`src/rtl/icache_pkg.sv`:
```
// Shared types and constants for the instruction cache.
//
// Contents:
//   MEM_COMMAND  - memory command encoding (NONE/LOAD/STORE)
//   MEM_TAG      - memory transaction tag, 0 means "no transaction"
//   MEM_BLOCK    - 64-bit memory block
//   ICACHE_TAG   - per-line address tag for the default geometry
//   NUM_LINES    - default number of cache lines (power of 2)
//   block_addr() - aligns a byte address down to its 8-byte block
package icache_pkg;

  localparam int NUM_LINES       = 32;
  localparam int MEM_TAG_BITS    = 4;
  localparam int OFFSET_BITS     = 3;
  localparam int INDEX_BITS      = $clog2(NUM_LINES);
  localparam int ICACHE_TAG_BITS = 32 - OFFSET_BITS - INDEX_BITS;

  typedef enum logic [1:0] {
    NONE  = 2'd0,
    LOAD  = 2'd1,
    STORE = 2'd2
  } MEM_COMMAND;

  typedef logic [MEM_TAG_BITS-1:0]    MEM_TAG;
  typedef logic [63:0]                MEM_BLOCK;
  typedef logic [ICACHE_TAG_BITS-1:0] ICACHE_TAG;

  function automatic logic [31:0] block_addr(input logic [31:0] addr);
    return {addr[31:OFFSET_BITS], {OFFSET_BITS{1'b0}}};
  endfunction

endpackage

```
`src/rtl/icache_mem.sv`:
```
// Line storage for the instruction cache: valid bits, address tags and
// data blocks. One synchronous write port, one asynchronous read port.
// Only the valid bits are reset; tag/data contents are meaningless until
// the matching valid bit is set by a fill.
//
// Ports:
//   clock, reset          - rising-edge clock, async active-low reset
//   wr_en/wr_idx/wr_tag/wr_data - line fill (sets valid)
//   rd_idx                - line to read
//   rd_valid/rd_tag/rd_data     - contents of line rd_idx
module icache_mem #(
  parameter int NUM_LINES = 32,
  parameter int TAG_W     = 24
) (
  input  logic                         clock,
  input  logic                         reset,
  input  logic                         wr_en,
  input  logic [$clog2(NUM_LINES)-1:0] wr_idx,
  input  logic [TAG_W-1:0]             wr_tag,
  input  logic [63:0]                  wr_data,
  input  logic [$clog2(NUM_LINES)-1:0] rd_idx,
  output logic                         rd_valid,
  output logic [TAG_W-1:0]             rd_tag,
  output logic [63:0]                  rd_data
);
  import icache_pkg::*;

  logic [NUM_LINES-1:0] valid_q, valid_d;
  logic [TAG_W-1:0]     tag_q  [NUM_LINES];
  logic [TAG_W-1:0]     tag_d  [NUM_LINES];
  MEM_BLOCK             data_q [NUM_LINES];
  MEM_BLOCK             data_d [NUM_LINES];

  always_comb begin
    valid_d = valid_q;
    tag_d   = tag_q;
    data_d  = data_q;
    if (wr_en) begin
      valid_d[wr_idx] = 1'b1;
      tag_d[wr_idx]   = wr_tag;
      data_d[wr_idx]  = wr_data;
    end
  end

  always_ff @(posedge clock or negedge reset) begin
    if (!reset) valid_q <= '0;
    else        valid_q <= valid_d;
  end

  always_ff @(posedge clock) begin
    tag_q  <= tag_d;
    data_q <= data_d;
  end

  assign rd_valid = valid_q[rd_idx];
  assign rd_tag   = tag_q[rd_idx];
  assign rd_data  = data_q[rd_idx];

endmodule

```
`src/rtl/icache.sv`:
```
// Direct-mapped, read-only instruction cache. Hits are served
// combinationally; a miss issues a single LOAD and the line is filled when
// the memory completes the transaction with the matching tag.
//
// Optional build macro: ICACHE_PERF_COUNTERS_EN adds hit/miss counters.
//
// Ports:
//   clock, reset         - rising-edge clock, async active-low reset
//   Imem2proc_response   - tag assigned to this cycle's request, 0 = refused
//   Imem2proc_data       - completing block data
//   Imem2proc_tag        - tag of the completing transaction, 0 = none
//   proc2Icache_addr     - fetch byte address
//   proc2Imem_command    - NONE or LOAD
//   proc2Imem_addr       - block-aligned miss address, 0 when idle
//   Icache_data_out      - block at the indexed line
//   Icache_valid_out     - hit
//   icache_hit_count     - (macro only) cycles with a hit
//   icache_miss_count    - (macro only) accepted LOADs
module icache #(
  parameter int NUM_LINES    = icache_pkg::NUM_LINES,
  parameter int MEM_TAG_BITS = icache_pkg::MEM_TAG_BITS
) (
  input  logic                    clock,
  input  logic                    reset,
  input  logic [MEM_TAG_BITS-1:0] Imem2proc_response,
  input  logic [63:0]             Imem2proc_data,
  input  logic [MEM_TAG_BITS-1:0] Imem2proc_tag,
  input  logic [31:0]             proc2Icache_addr,
  output icache_pkg::MEM_COMMAND  proc2Imem_command,
  output logic [31:0]             proc2Imem_addr,
  output logic [63:0]             Icache_data_out,
  output logic                    Icache_valid_out
`ifdef ICACHE_PERF_COUNTERS_EN
  ,
  output logic [31:0]             icache_hit_count,
  output logic [31:0]             icache_miss_count
`endif
);
  import icache_pkg::*;

  localparam int IDX_W = $clog2(NUM_LINES);
  localparam int TAG_W = 32 - OFFSET_BITS - IDX_W;

  logic [IDX_W-1:0] cur_index;
  logic [TAG_W-1:0] cur_tag;
  logic             unused_offset_bits;

  assign cur_index          = proc2Icache_addr[OFFSET_BITS +: IDX_W];
  assign cur_tag            = proc2Icache_addr[31 -: TAG_W];
  assign unused_offset_bits = ^proc2Icache_addr[OFFSET_BITS-1:0];

  logic             line_valid;
  logic [TAG_W-1:0] line_tag;
  MEM_BLOCK         line_data;

  logic [MEM_TAG_BITS-1:0] pend_tag_q, pend_tag_d;
  logic [IDX_W-1:0]        pend_index_q, pend_index_d;
  logic [TAG_W-1:0]        pend_line_tag_q, pend_line_tag_d;

  logic hit, issue_load, accept, fill;

  always_comb begin
    hit        = line_valid && (line_tag == cur_tag);
    // Gating on reset keeps the command quiet while reset is held even
    // though the pending register is already clear.
    issue_load = !hit && (pend_tag_q == '0) && reset;
    accept     = issue_load && (Imem2proc_response != '0);
    // Completions are only matched against the registered tag, so a
    // same-cycle response carrying the same value cannot fill early.
    fill       = (pend_tag_q != '0) && (Imem2proc_tag == pend_tag_q);

    pend_tag_d      = pend_tag_q;
    pend_index_d    = pend_index_q;
    pend_line_tag_d = pend_line_tag_q;
    // accept and fill are exclusive: accept requires pend_tag_q == 0.
    if (fill) begin
      pend_tag_d = '0;
    end
    if (accept) begin
      pend_tag_d      = Imem2proc_response;
      pend_index_d    = cur_index;
      pend_line_tag_d = cur_tag;
    end

    proc2Imem_command = issue_load ? LOAD : NONE;
    proc2Imem_addr    = issue_load ? block_addr(proc2Icache_addr) : 32'h0;
    Icache_valid_out  = hit;
    Icache_data_out   = line_data;
  end

  always_ff @(posedge clock or negedge reset) begin
    if (!reset) begin
      pend_tag_q      <= '0;
      pend_index_q    <= '0;
      pend_line_tag_q <= '0;
    end else begin
      pend_tag_q      <= pend_tag_d;
      pend_index_q    <= pend_index_d;
      pend_line_tag_q <= pend_line_tag_d;
    end
  end

  icache_mem #(
    .NUM_LINES (NUM_LINES),
    .TAG_W     (TAG_W)
  ) u_mem (
    .clock    (clock),
    .reset    (reset),
    .wr_en    (fill),
    .wr_idx   (pend_index_q),
    .wr_tag   (pend_line_tag_q),
    .wr_data  (Imem2proc_data),
    .rd_idx   (cur_index),
    .rd_valid (line_valid),
    .rd_tag   (line_tag),
    .rd_data  (line_data)
  );

`ifdef ICACHE_PERF_COUNTERS_EN
  logic [31:0] hit_count_q, hit_count_d;
  logic [31:0] miss_count_q, miss_count_d;

  always_comb begin
    hit_count_d  = hit    ? hit_count_q + 32'd1  : hit_count_q;
    miss_count_d = accept ? miss_count_q + 32'd1 : miss_count_q;
  end

  always_ff @(posedge clock or negedge reset) begin
    if (!reset) begin
      hit_count_q  <= '0;
      miss_count_q <= '0;
    end else begin
      hit_count_q  <= hit_count_d;
      miss_count_q <= miss_count_d;
    end
  end

  assign icache_hit_count  = hit_count_q;
  assign icache_miss_count = miss_count_q;
`endif

endmodule

```
`config.mk`:
```
export PLATFORM = sky130hd
export DESIGN_NAME = icache
export DESIGN_NICKNAME = d
export VERILOG_FILES = /design/src/rtl/icache_pkg.sv /design/src/rtl/icache_mem.sv /design/src/rtl/icache.sv
export SDC_FILE = /design/constraint.sdc
export NUM_CORES = 2
export LEC_CHECK = 0
export CAP_MARGIN = 15
export CORE_MARGIN = 5
export CORE_UTILIZATION = 60
export CTS_CLUSTER_SIZE = 40
export DETAILED_ROUTE_END_ITERATION = 10
export DONT_BUFFER_PORTS = 1
export HOLD_SLACK_MARGIN = 0.1
export PLACE_DENSITY = 0.79
export SLEW_MARGIN = 10
export SYNTH_ARGS = -nofsm -noshare
export SYNTH_HDL_FRONTEND = slang
export SYNTH_HIERARCHICAL = 1
export SYNTH_SLANG_ARGS = --single-unit
```
`constraint.sdc`:
```
create_clock -name clock -period 9.6 [get_ports clock]
set_clock_uncertainty 0.1 [all_clocks]
set_input_delay 1.92 -clock clock [delete_from_list [all_inputs] [get_ports clock]]
set_output_delay 1.92 -clock clock [all_outputs]
set_load 0.01 [all_outputs]
```
Word-level counts from Yosys, hierarchy flattened
Index checks and enable logic that the tools add are counted.
{"block": "word_totals", "out_inout_bits": 99, "in_bits": 106, "word_cells": 111, "register_bits": 2881}
{"block": "classes", "magnitude_cmp": 6, "bitwise": 3, "n_eq_ne": 2, "mux": 20, "n_reduce_logical": 12}
{"operator": "$bwmux 2048", "count": 1}
{"operator": "$bwmux 768", "count": 1}
{"operator": "$bmux 64 s5", "count": 1}
{"operator": "$demux 64 s5", "count": 1}
{"operator": "$mux 64", "count": 3}
{"operator": "$bmux 24 s5", "count": 1}
{"operator": "$demux 24 s5", "count": 1}
{"operator": "$mux 24", "count": 3}
{"operator": "$mux 32", "count": 1}
{"operator": "$or 32x32->32", "count": 1}
{"operator": "$eq 24x24->1", "count": 1}
{"operator": "$ge 6x6->1 const B", "count": 2}
{"operator": "$lt 5x6->1 const B", "count": 2}
{"operator": "$not 5->6", "count": 2}
{"operator": "$mux 4", "count": 2}
{"operator": "$reduce_bool 4->1", "count": 2}
{"operator": "$logic_and 1x1->1", "count": 7}
{"operator": "$lt 6x1->1 const B", "count": 1}
{"operator": "$bmux 1 s5", "count": 1}
{"operator": "$demux 1 s5", "count": 1}
{"operator": "$ge 5x1->1 const B", "count": 1}
{"operator": "$eq 4x4->1", "count": 1}
{"operator": "$logic_not 4->1", "count": 1}
{"operator": "$mux 1", "count": 3}
{"operator": "other kinds (2)", "count": 2}

Longest topological paths before layout
{"block": "logic_depth", "ltp_word": 11, "depth_mapped": 18, "mapped_depth_nobuf": 11}

Cells and area by module
Netlist, hierarchy kept.
{"module": "icache_mem", "area_per_inst_um2": 106494.6, "cells_per_inst": 4470, "instances": 1}
{"module": "icache", "area_per_inst_um2": 1846.8, "cells_per_inst": 152, "instances": 1}

Worst setup path after synthesis
No wires, ideal clock.
{"block": "synth_path", "path_type": "input port to flip-flop", "start": "in Imem2proc_tag[2]", "end": "reg u_mem.valid_q[28]", "path_buffers": 1, "t_arrival_ps": 7262, "stages": 8, "required_ps": 9412, "setup_slack_ps": 2150, "path_cell_list": "xor2_1 nor3_1 nand3_1 inv_1 or3b_2 clkbuf_1 nor2_1 or2_2"}
{"block": "synth_between", "elab_chain_len": 2}
{"element": "start, declared", "line_no": "icache.sv:27", "rtl": "input logic [MEM_TAG_BITS-1:0] Imem2proc_tag,"}
{"element": "$eq 4x4->1", "line_no": "icache.sv:70", "rtl": "fill = (pend_tag_q != '0) && (Imem2proc_tag == pend_tag_q);"}
{"element": "$logic_and 1x1->1", "line_no": "icache.sv:70"}
{"element": "named net fill", "line_no": "icache.sv:60", "rtl": "logic hit, issue_load, accept, fill;"}
{"element": "end signal, assigned", "line_no": "icache_mem.sv:47", "rtl": "else valid_q <= valid_d;"}
{"element": "end, declared", "line_no": "icache_mem.sv:28", "rtl": "logic [NUM_LINES-1:0] valid_q, valid_d;"}
The timed path passes the listed nets, and every way through them passes these cells.
A chain may end at the register's enable or synchronous reset.

Worst setup path after layout
{"block": "layout_path", "start": "in proc2Icache_addr[3]", "end": "out proc2Imem_addr[3]"}
{"block": "layout_between", "elab_chain_len": 10, "elab_cells_between_ends": 12, "cone_classes": "eq/ne (1); mux (6); bitwise (1); reduce/logical (4)"}
{"element": "start, declared", "line_no": "icache.sv:28", "rtl": "input logic [31:0] proc2Icache_addr,"}
{"element": "$not 5->6 (implied by the code)", "line_no": "icache_mem.sv:56", "rtl": "assign rd_tag = tag_q[rd_idx];"}
{"element": "$bmux 24 s5", "line_no": "icache_mem.sv:56"}
{"element": "$mux 24 (implied by the code) (2 in a row)", "line_no": "icache_mem.sv:56"}
{"element": "named net line_tag[0]", "line_no": "icache.sv:53", "rtl": "logic [TAG_W-1:0] line_tag;"}
{"element": "$eq 24x24->1", "line_no": "icache.sv:63", "rtl": "hit = line_valid && (line_tag == cur_tag);"}
{"element": "$logic_and 1x1->1", "line_no": "icache.sv:63"}
{"element": "named net Icache_valid_out", "line_no": "icache.sv:32", "rtl": "output logic Icache_valid_out"}
{"element": "$logic_not 1->1", "line_no": "icache.sv:66", "rtl": "issue_load = !hit && (pend_tag_q == '0) && reset;"}
{"element": "$logic_and 1x1->1 (2 in a row)", "line_no": "icache.sv:66"}
{"element": "$mux 32", "line_no": "icache.sv:86", "rtl": "proc2Imem_addr = issue_load ? block_addr(proc2Icache_addr) : 32'h0;"}
{"element": "end, declared", "line_no": "icache.sv:30", "rtl": "output logic [31:0] proc2Imem_addr,"}
The timed path passes the listed nets, and every way through them passes these cells. The select of a mux whose other input is x is not followed.

==> results.py <==
metrics = {
    "placement": {
        "io_buffers": 0,
        "routabilityCongestion": 0.7439,
        "post-place-ws_ns": 1.605,
        "dpl.cell_count": 6843,
        "hpwl_um": 126300,
        "dpl-instance-area_um2": 111200,
    },
    "floorplan": {
        "start_util_pct": 60.14,
        "ios": 205,
        "die-area_um2": 189200,
        "rows": 156,
        "core_um2": 180200,
        "die_width_um": 434.9,
        "die_h_um": 434.9,
    },
    "global_routing": {
        "grt_pass1_wl_um": 424700,
        "grt_use_total_pct": 31.75,
        "top_usage_layer": "met2",
        "grt_util_met2_pct": 51.03,
        "met1_usage_pct": 39.92,
        "antenna_found_initial": 7,
        "grt_max_degree": 691,
        "grt_overflow": 0,
        "grt_util_met3_pct": 8.235,
        "grt_pass1_vias": 56950,
    },
    "sta": {
        "worst_slack_ns": 0.5650,
        "rsz0062_at_grt": "false",
        "finalMaxSlewViolations": 0,
        "period_minus_slack_ns": 9.035,
        "timing.slew.headroom_pct": 12.73,
        "worst_pin_slew_ns": 1.306,
        "whs_ns": 0.3699,
        "fmax_mhz": 110.7,
        "final-hold-violation-count": 0,
        "setup_viol": 0,
        "fin_crit_sh_pct": 94.11,
        "finalSetupTns_ns": 0,
    },
    "worst_setup_path": {
        "crit_chain": "buf_16, buf_16, buf_16, mux4_2, o22ai_1, nor4_1, xor2_1, nor4_1, nand3_1, nor4_4, nor2_4, and2_1",
        "critPathSlowestCell": "nor4_1",
        "required_ns": 7.58,
        "cp_max_fo": 87,
        "start_kind": "input pin",
        "max_stage_delay_ns": 0.61,
        "cp-end-kind": "output pin",
        "ff2ff_setup_slack_ns": 4.69,
        "cp.arrival_ns": 7.01,
        "cp_common_cell": "buf_16",
        "critical_path_class": "in -> out",
    },
    "logic_synthesis": {
        "synth_top_area_share_pct": 78.05,
        "synthesis.area_um2": 108300,
        "yosys.cell_types.count": 43,
        "synthCells": 4622,
        "synthTopCellsByArea": "edfxtp_1 (78%), mux4_2 (14%), o22ai_1 (1.7%), dfrtp_1 (1.5%), mux2i_1 (0.64%)",
        "yosys.area.top_type": "edfxtp_1",
        "ys_ff_latch": 2881,
        "synth_warnings": 6,
        "postSynthAreaPerCell_um2": 23.44,
        "ys_seq_area_share_pct": 79.55,
    },
    "flow_run": {
        "max_cap_violations": 0,
    },
    "drt": {
        "ant_nets": 0,
        "first_iter_violations": 9145,
        "vias": 55340,
        "wl_per_cell_um": 41.52,
        "avgViaCountPerCell": 7.513,
        "route.detailed.drc": 0,
        "wl_um": 305800,
        "drt_pass1_iterations": 5,
    },
    "clock_tree": {
        "clock-sinks": 2881,
        "cts-root-buf": "clkbuf_16",
        "numCtsBuffers": 289,
        "clockBufferDepth": 4,
        "insertion_delay_ns": 0.97,
        "cts_tree": "yes",
        "cts_setup_buffers": 0,
        "clkSlewWorstSetupHoldPaths_ns": 0.07,
        "htreeDepth": 5,
    },
    "power": {
        "total_power_mw": 27.52,
        "leakagePower_nw": 37.44,
        "peakVddDrop_mv": 0.2693,
        "p_per_area_nw_per_um2": 228.6,
    },
    "min_path": {
        "min_path_type": "reg -> reg",
    },
    "finish": {
        "layout_common_cells": "edfxtp_1 (2816), mux4_2 (670), clkbuf_16 (299), o22ai_1 (299), buf_4 (92)",
        "synthToLayoutAreaGrowth_pct": 11.11,
        "seqCellArea_um2": 86190,
        "final_common_cell": "edfxtp_1",
        "nFillCells": 10060,
        "instances_no_fill": 7366,
        "multi_input_area_um2": 21120,
        "final_area_um2": 120400,
        "final_layout_size_suffix_gt1_share_pct": 26.18,
        "finish.utilization_pct": 66.82,
        "fin_nets": 4883,
    },
    "status": {
        "status": "finished, final reports clean",
    },
}
==> final cells by class <==
class	instances	share of cell area (%)
inverters	1	0.003118
flip-flops and latches	2881	71.60
clock inverters	136	0.9687
well taps	2370	2.463
clock buffers	362	6.376
multi-input cells	1489	17.55
diodes	12	0.02495
repair buffers	115	1.021
==> routing by layer <==
layer / vias up / part of all wire (%)
li1: 20210 / -
met1: 28410 / 30
met2: 5413 / 49
met4: 2 / 6.9
met5: - / 0.0043
met3: 1302 / 14
==> state kept, by name (all words and copies together) (netlist names) <==
name / flops
u_mem/tag_q: 768
u_mem/data_q: 2048
pend_index_q: 5
u_mem/valid_q: 32
pend_line_tag_q: 24
pend_tag_q: 4
==> worst paths after layout <==
| check | to | depth (start not counted) | startpoint |
|---|---|---|---|
| worst max-delay path | proc2Imem_addr[3] | 12 | proc2Icache_addr[3] |
| worst min-delay path | u_mem/valid_q[24] | 1 | u_mem/valid_q[24] |
| worst max register to register | u_mem/data_q[1448] | 7 | pend_tag_q[2] |
| worst min register to register | u_mem/valid_q[24] | 1 | u_mem/valid_q[24] |
| max in group asynchronous | pend_line_tag_q[3] | 0 | reset |
| min in group asynchronous | pend_line_tag_q[20] | 0 | reset |
==> cells by family (layout without fill, tap and decap cells) <==
kind of cell | count (synthesis) | in the layout | synth area share (%)
DFF | 2881 | 2881 | 79.55
muxes | 773 | 773 | 14.95
AOI/OAI and AO/OA | 397 | 397 | 2.460
and+or+nand+nor | 287 | 287 | 1.523
buffers and inverters | 255 | 614 | 1.282
xor gates and xnor gates | 28 | 28 | 0.2263
other | 1 | 16 | 0.003461
==> power by group <==
| part | switching [mW] | leakage [nW] | internal (mW) |
|---|---|---|---|
| registers | 0.542 | 26.2 | 14.6 |
| clock network | 4.93 | 4.31 | 6.16 |
| logic | 0.771 | 6.97 | 0.553 |
| total | 6.25 | 37.4 | 21.3 |
==> synthesized netlist by cell type <==
cell type / instances
a22o_1: 15
mux2_4: 10
or3_1: 3
mux2_2: 24
nand3_1: 32
and3_1: 1
mux4_2: 670
nand4b_1: 1
xor2_1: 17
o211ai_1: 1
buf_4: 61
clkbuf_2: 1
buf_6: 14
nor4_4: 1
nor3b_1: 2
a21oi_1: 18
a221oi_1: 2
buf_2: 59
conb_1: 1
inv_1: 1
nor2b_1: 21
a22oi_1: 38
nor3_2: 1
a211oi_1: 13
nor4_1: 82
mux2i_1: 69
nor2_1: 45
nand4_1: 2
nand2b_1: 5
dfrtp_1: 65
or3b_2: 3
o22ai_1: 299
edfxtp_1: 2816
or2_2: 36
nor3_1: 2
clkbuf_1: 100
nand3b_1: 5
xnor2_1: 11
buf_8: 2
and2_1: 34
nand2_1: 11
a221oi_2: 11
buf_1: 17
==> worst max-delay path, delay by kind of cell <==
kind,cells,cell delay [ns]
muxes,1,0.40
xor gates and xnor gates,1,0.22
and+or+nand+nor,6,2.56
buffers and inverters,3,1.43
AOI/OAI and AO/OA,1,0.09
==> what timing repair did <==
item	4_1_cts	5_1_grt
resized for setup	0	0
endpoints found under the hold margin	0	0
setup endpoints to repair	0	31
hold buffers	0	0
Power figures use the tool's default switching activity.
